**src/rtl/tinyqv_data_arbiter.sv**
```systemverilog
// tinyqv_data_arbiter
// Shares the single downstream data memory port between the tinyQV CPU data
// interface and a secondary DMA/debug master. The winning request is registered
// onto mem_*, completions are routed back to the granted master, and bursts
// flagged with continue stay atomic for the master that opened them.
// Optional feature macro: DATA_ARB_FAIRNESS_EN adds a starvation counter that
// forces a waiting DMA through after STARVE_LIMIT contended CPU wins.
module tinyqv_data_arbiter #(
  parameter int STARVE_LIMIT = 3
) (
  input  logic        clk_i,
  input  logic        rstn_i,

  input  logic [27:0] cpu_addr_i,
  input  logic [1:0]  cpu_write_n_i,
  input  logic [1:0]  cpu_read_n_i,
  input  logic [31:0] cpu_data_out_i,
  input  logic        cpu_continue_i,
  output logic        cpu_ready_o,

  input  logic [27:0] dma_addr_i,
  input  logic [1:0]  dma_write_n_i,
  input  logic [1:0]  dma_read_n_i,
  input  logic [31:0] dma_data_out_i,
  input  logic        dma_continue_i,
  output logic        dma_ready_o,

  output logic [31:0] rd_data_o,

  output logic [27:0] mem_addr_o,
  output logic [1:0]  mem_write_n_o,
  output logic [1:0]  mem_read_n_o,
  output logic [31:0] mem_data_out_o,
  output logic        mem_continue_o,
  input  logic        mem_ready_i,
  input  logic [31:0] mem_data_in_i
);

  typedef enum logic [2:0] {
    IDLE,
    BUSY_CPU,
    BUSY_DMA,
    LOCK_CPU,
    LOCK_DMA
  } state_e;

  state_e      state_q, state_d;
  logic [27:0] memAddr_q, memAddr_d;
  logic [1:0]  memWrite_q, memWrite_d;
  logic [1:0]  memRead_q, memRead_d;
  logic [31:0] memData_q, memData_d;
  logic        memCont_q, memCont_d;

  logic cpuReq;
  logic dmaReq;
  logic pickDma;
  logic loadCpu;
  logic loadDma;

  assign cpuReq = (cpu_read_n_i != 2'b11) || (cpu_write_n_i != 2'b11);
  assign dmaReq = (dma_read_n_i != 2'b11) || (dma_write_n_i != 2'b11);

`ifdef DATA_ARB_FAIRNESS_EN
  localparam int CNT_W = (STARVE_LIMIT < 3) ? 2 : $clog2(STARVE_LIMIT + 1);

  logic [CNT_W-1:0] starveCnt_q, starveCnt_d;
  logic             starved;

  assign starved = (starveCnt_q >= CNT_W'(STARVE_LIMIT));

  // IDLE arbitration: the CPU wins contention unless the DMA has been starved
  always_comb begin
    pickDma = 1'b0;
    if (dmaReq && (!cpuReq || starved)) begin
      pickDma = 1'b1;
    end
  end

  // Count CPU wins over a waiting DMA; any DMA grant clears the history
  always_comb begin
    starveCnt_d = starveCnt_q;
    if (loadDma) begin
      starveCnt_d = '0;
    end else if ((state_q == IDLE) && loadCpu && dmaReq &&
                 (starveCnt_q < CNT_W'(STARVE_LIMIT))) begin
      starveCnt_d = starveCnt_q + CNT_W'(1);
    end
  end

  // Starvation counter register
  always_ff @(posedge clk_i) begin
    if (!rstn_i) begin
      starveCnt_q <= '0;
    end else begin
      starveCnt_q <= starveCnt_d;
    end
  end
`else
  localparam int unusedStarveLimit = STARVE_LIMIT;

  // IDLE arbitration: fixed priority, the CPU always wins contention
  always_comb begin
    pickDma = 1'b0;
    if (dmaReq && !cpuReq) begin
      pickDma = 1'b1;
    end
  end
`endif

  // Next-state and downstream request logic; a load copies the master's fields
  always_comb begin
    state_d    = state_q;
    memAddr_d  = memAddr_q;
    memWrite_d = memWrite_q;
    memRead_d  = memRead_q;
    memData_d  = memData_q;
    memCont_d  = memCont_q;
    loadCpu    = 1'b0;
    loadDma    = 1'b0;

    case (state_q)
      IDLE: begin
        if (pickDma) begin
          loadDma = 1'b1;
          state_d = BUSY_DMA;
        end else if (cpuReq) begin
          loadCpu = 1'b1;
          state_d = BUSY_CPU;
        end
      end
      BUSY_CPU: begin
        memCont_d = cpu_continue_i;
        if (mem_ready_i) begin
          memRead_d  = 2'b11;
          memWrite_d = 2'b11;
          state_d    = cpu_continue_i ? LOCK_CPU : IDLE;
        end
      end
      BUSY_DMA: begin
        memCont_d = dma_continue_i;
        if (mem_ready_i) begin
          memRead_d  = 2'b11;
          memWrite_d = 2'b11;
          state_d    = dma_continue_i ? LOCK_DMA : IDLE;
        end
      end
      LOCK_CPU: begin
        if (cpuReq) begin
          loadCpu = 1'b1;
          state_d = BUSY_CPU;
        end else if (!cpu_continue_i) begin
          memCont_d = 1'b0;
          state_d   = IDLE;
        end
      end
      LOCK_DMA: begin
        if (dmaReq) begin
          loadDma = 1'b1;
          state_d = BUSY_DMA;
        end else if (!dma_continue_i) begin
          memCont_d = 1'b0;
          state_d   = IDLE;
        end
      end
      default: begin
        state_d = IDLE;
      end
    endcase

    if (loadCpu) begin
      memAddr_d  = cpu_addr_i;
      memWrite_d = cpu_write_n_i;
      memRead_d  = cpu_read_n_i;
      memData_d  = cpu_data_out_i;
      memCont_d  = cpu_continue_i;
    end else if (loadDma) begin
      memAddr_d  = dma_addr_i;
      memWrite_d = dma_write_n_i;
      memRead_d  = dma_read_n_i;
      memData_d  = dma_data_out_i;
      memCont_d  = dma_continue_i;
    end
  end

  // State and registered downstream request, with synchronous active-low reset
  always_ff @(posedge clk_i) begin
    if (!rstn_i) begin
      state_q    <= IDLE;
      memAddr_q  <= '0;
      memWrite_q <= 2'b11;
      memRead_q  <= 2'b11;
      memData_q  <= '0;
      memCont_q  <= 1'b0;
    end else begin
      state_q    <= state_d;
      memAddr_q  <= memAddr_d;
      memWrite_q <= memWrite_d;
      memRead_q  <= memRead_d;
      memData_q  <= memData_d;
      memCont_q  <= memCont_d;
    end
  end

  // Completion goes only to the master that owns the issued transaction;
  // a cycle with reset asserted never delivers a completion
  assign cpu_ready_o = rstn_i && mem_ready_i && (state_q == BUSY_CPU);
  assign dma_ready_o = rstn_i && mem_ready_i && (state_q == BUSY_DMA);

  assign rd_data_o      = mem_data_in_i;
  assign mem_addr_o     = memAddr_q;
  assign mem_write_n_o  = memWrite_q;
  assign mem_read_n_o   = memRead_q;
  assign mem_data_out_o = memData_q;
  assign mem_continue_o = memCont_q;

endmodule

```
**config.mk**
```make
export PLATFORM = sky130hd
export DESIGN_NAME = tinyqv_data_arbiter
export DESIGN_NICKNAME = d
export VERILOG_FILES = /design/src/rtl/tinyqv_data_arbiter.sv
export SDC_FILE = /design/constraint.sdc
export NUM_CORES = 1
export LEC_CHECK = 0
export CORE_MARGIN = 4
export CORE_UTILIZATION = 35
export DETAILED_ROUTE_END_ITERATION = 8
export PLACE_DENSITY = 0.88
export SYNTH_ARGS = -nofsm -noshare
export SYNTH_HDL_FRONTEND = slang
export SYNTH_SLANG_ARGS = --single-unit
```
**constraint.sdc**
```tcl
create_clock -name clk_i -period 1.6 [get_ports clk_i]
set_input_delay 0.24 -clock clk_i [delete_from_list [all_inputs] [get_ports clk_i]]
set_output_delay 0.24 -clock clk_i [all_outputs]
set_load 0.05 [all_outputs]
```
Yosys cells after proc, flatten, opt, wreduce, memory -nomap -nowiden. Index checks and enable logic that the tools add are counted.

Equal/unequal tests: 17. Muxes and demuxes: 35. Reductions and logical operators: 16.

Operators with widths (count): 32-bit two-way mux (2); 28-bit two-way mux (2); 3-bit two-way mux (9); 4-bit inequality test, second input constant (4); 3-bit case mux with 5 select lines (1); 2-bit two-way mux (7); 2-bit inequality test, second input constant (6); 1-bit two-way mux (11); 5-bit AND reduction (2); 3-bit inequality test, second input constant (3); 3-bit by 2-bit equality test with 1-bit output, second input constant (2); 3-bit nonzero test (2); 6-bit nonzero test (1); 1-bit logical AND (4); 1-bit case mux with 2 select lines (2); 1-bit case mux with 4 select lines (1); 3-bit by 1-bit equality test with 1-bit output, second input constant (1); 3-bit equality test, second input constant (1); 3-bit logical NOT (1); 1-bit logical OR (2); 2-bit AND reduction (1); 2-bit nonzero test (1); 2-bit OR reduction (1); 1-bit logical NOT (1).

Register bits after elaboration: 68. Input port bits: 165. Output and inout bits: 99. Logic and storage cells: 74.

Logic depth before layout (Yosys ltp).
Word-level depth: 9. Mapped depth: 8. Gate-level depth less buffers: 5.

Least setup slack after synthesis. No wires, ideal clock.

Kind: register to output. From: reg state_q[0]. To: out cpu_ready_o. Arrival time: 1.257 ns. Required time: 1.360 ns. Setup slack: 0.103 ns. Stages on the path, launching flop included: 4. Buffers on the path: 2. Cell sequence: dfxtp_1 > buf_2 > clkbuf_1 > and4b_1.

Word-level cells in the longest chain between the ends: 2.

RTL lines: start: declaration (line 47) `state_e state_q, state_d;`; start signal: assignment (line 195) `state_q <= state_d;`; 3-bit by 1-bit equality test with 1-bit output (line 206) `assign cpu_ready_o = rstn_i && mem_ready_i && (state_q == BUSY_CPU);`; 1-bit logical AND (line 206); end: declaration (line 19) `output logic cpu_ready_o,`.

No other way between the ends.

Final worst setup path.
From: in dma_write_n_i[0]. To: reg memAddr_q[14], in the netlist mem_addr_o[14].

Word-level cells in the longest chain between the ends: 7. Elaborated cells between the ends (all ways): 11. Classes of those cells: 1 x eq/ne; 7 x mux; 3 x reduce/logical.

RTL lines: start: declaration (line 22) `input logic [1:0] dma_write_n_i,`; 2-bit inequality test * (line 61) `assign dmaReq = (dma_read_n_i != 2'b11) || (dma_write_n_i != 2'b11);`; 1-bit logical OR * (line 61); 1-bit logical AND (line 104) `if (dmaReq && !cpuReq) begin`; 1-bit two-way mux (line 104); 1-bit two-way mux (line 123) `if (pickDma) begin`; 1-bit case mux with 2 select lines (line 121) `case (state_q)`; 28-bit two-way mux / 2-bit nonzero test (equally long branches); end signal: assignment (line 196) `memAddr_q <= memAddr_d;`; end: declaration (line 48) `logic [27:0] memAddr_q, memAddr_d;`.

Every way passes the cells marked *; elsewhere a longest branch is shown, timed or not. A chain may end at the register's enable or synchronous reset.

==> summary.txt <==
die height - 110 um
routed vias - 3608
DPL Wire Length - 8850 um
setup ws final - -0.0518 ns
crit end category - flop
global route overflow - 0
final antenna diode count - 0
Final Hold Fails - 0
worst-path maximum fanout - 13
period utilisation layout - 103%
area share of xor/xnor cells in the synthesized design - 0.482%
Unique masters post-synth - 36
Initial DRT Pass Iterations - 4
standard-cell rows - 36
top-level I/O count - 264
Die Wd - 110 um
mean post-synth cell area - 9.49 um^2
CTS tree - yes
antenna violations before repair - 0
Slew HR - 67.4%
Max Freq - 605 MHz
area share of the largest cell type after synthesis - 37.5%
Die ar. - 0.0121 mm^2
status - finished with violations
Post-Syn Area - 0.00363 mm^2
core area - 0.00995 mm^2
post-synthesis sequential area ratio - 37.5%
area grow syn2layout - 66.5%
Crit path arrival time - 1.88 ns
gr usage total - 18.8%
failing checks - negative setup slack
Post-route DRC - 0
final setup fails - 26
TritonCTS Buffers - 9
Post-Route WL - 12300 um
P per Cell Area - 1360 mW/mm^2
CTS clock-pin slew for the worst setup and hold paths - 0.08 ns
critical path startpoint category - primary input
Synth async-reset ratio - 0%
# Max-Cap Violations - 0
Clock Skews - 0.0108 ns
H-tree Lvls - 3
filler cell count - 838
largest net degree at the start of global routing - 50
main combinational cell family by area after synthesis - compound AO/OA/AOI/OAI gates
Cells after Synth - 383
main area contributors after synthesis - dfxtp_1, mux2i_1, o211a_1
CP Class - in -> reg
port bufs - 199
Synth area leader - dfxtp_1
Initial DRC Count - 169
EDFF count, synth - 0
Yosys warning total - 0
clk_lat worst skew - 0.34 ns
Setup TNS - -1.00 ns
Starting Density - 36.5%
ys flop type - dfxtp_1
Syn Nets - 548
mux share of post-synthesis cell area - 17.1%
fraction of layout cells with a size suffix above 1 - 23.0%
RSZ-0062 raised after global routing - true
Final min period - 1.65 ns
clock sinks - 68
vias in the first global route - 3769
Yosys reg bits - 68
simple-gate portion of the synthesized area - 12.1%
Synth Area in Compound Gates - 21.8%
CTS max path bufs - 2
Leakage Power - 0.00308 uW
Placer Congestion - 0.863
Worst Hold Class - in -> reg
Final Max Slew Viols - 0
first-pass GRT wire length - 17800 um
Peak VDD IR - 0.698 mV
WL per Instance - 17.6 um
Antenna Nets Post-Route - 0
worst-margin pin slew - 0.489 ns
Via density - 5.13
Nets - 731
WP data required - 1.83 ns
post-layout util - 60.8%
Post-Synth Adder-Cell Area - 0%
clock root cell - clkbuf_8
## metrics by stage
step / setup slack, ns / instances / instance area [um^2] / power, uW / hold slack [ns]
after floorplan: 0.103 / 383 / 3630 / 5030 / 0.386
after global placement: -0.438 / 677 / 5510 / 6040 / 0.480
after detailed placement: -0.491 / 677 / 5510 / 6140 / 0.480
after CTS: -0.0141 / 700 / 5950 / 8170 / 0.338
after global routing: -0.0602 / 703 / 6050 / 8660 / 0.344
final: -0.0518 / 703 / 6050 / 8260 / 0.354
## flip-flops by register name, indices dropped and copies added (netlist names)
| register | count |
|---|---|
| mem_write_n_o | 2 |
| mem_addr_o | 28 |
| mem_continue_o | 1 |
| mem_data_out_o | 32 |
| state_q | 3 |
| mem_read_n_o | 2 |
## worst paths after layout
kind                               from                            to  slack, ns  depth (start not counted)
min reg2reg  mem_addr_o[0]$_SDFFE_PN0P_    mem_addr_o[0]$_SDFFE_PN0P_       0.50                          1
max                    dma_write_n_i[0]   mem_addr_o[14]$_SDFFE_PN0P_      -0.05                          8
max reg2reg     state_q[2]$_SDFFE_PN0P_   mem_addr_o[14]$_SDFFE_PN0P_       0.01                          8
min                              rstn_i  mem_read_n_o[1]$_SDFFE_PN1P_       0.35                          3
## timing repair
item                       CTS  global route
cloned                       4             3
gates resized for setup     17            11
setup endpoints to repair   68            61
setup buffers                4             0
hold buffers                 0             0
pin swaps                    3             1
## layer usage
metal	vias up	track usage (%)	part of all wire (%)
met3	27	6.05	8.4
met2	159	36.8	55
li1	1713	-	-
met4	0	5.70	2.0
met5	-	0	0
met1	1709	18.5	35
## kinds of logic after synthesis
group           Yosys count
compound gates           85
xor+xnor                  2
buf+inv                  66
flops                    68
mux                      62
simple gates            100
## layout make-up
| type | instances | area, um^2 | share of cell area, % |
|---|---|---|---|
| Clock buffer | 9 | 124 | 2.05 |
| Clock inverter | 6 | 114 | 1.88 |
| Inverter | 1 | 3.75 | 0.0620 |
| Multi-Input combinational cell | 249 | 1910 | 31.6 |
| Sequential cell | 68 | 1360 | 22.5 |
| Tap cell | 133 | 166 | 2.75 |
| Timing Repair Buffer | 237 | 2370 | 39.1 |
## critical path, stage by stage
cell and delay [ns]:
clkdlybuf4s50_1 0.48, and4_1 0.25, nor2b_4 0.19, o21ai_4 0.07, buf_12 0.15, buf_8 0.13
clkbuf_16 0.16, o211a_1 0.20
## placed cells by master (no fill, tap or decap), types with 2 or more instances in the layout
master / netlist / layout
a21oi_1: 4 / 4
and3_1: 3 / 3
buf_12: 0 / 5
buf_16: 0 / 6
buf_4: 35 / 83
buf_6: 0 / 6
buf_8: 0 / 2
bufinv_16: 0 / 3
clkbuf_16: 0 / 3
clkbuf_8: 0 / 9
clkdlybuf4s50_1: 0 / 125
clkinvlp_4: 0 / 2
dfxtp_1: 68 / 67
dlygate4sd2_1: 0 / 6
mux2i_1: 62 / 62
nand2_1: 70 / 69
nand2b_1: 2 / 2
nor2_1: 11 / 11
nor2b_1: 4 / 2
nor2b_4: 0 / 2
nor3b_1: 2 / 2
o211a_1: 60 / 60
o21ai_0: 5 / 5
o221ai_1: 4 / 4
o22ai_1: 3 / 3
## report_power, final
| part | total [uW] | switching, uW | internal (uW) |
|---|---|---|---|
| logic | 4320 | 2450 | 1860 |
| clock network | 1690 | 659 | 1030 |
| registers | 2250 | 202 | 2050 |
## synth_stat cells (2+ instances only)
library cell  count
o21ai_0           5
dfxtp_1          68
nor2_1           11
nand2_1          70
and3_1            3
nor2b_1           4
buf_2            19
a21oi_1           4
nor3b_1           2
o22ai_1           3
o221ai_1          4
nand2b_1          2
o211a_1          60
mux2i_1          62
clkbuf_1         11
buf_4            35
(Power assumes the default switching activity.)
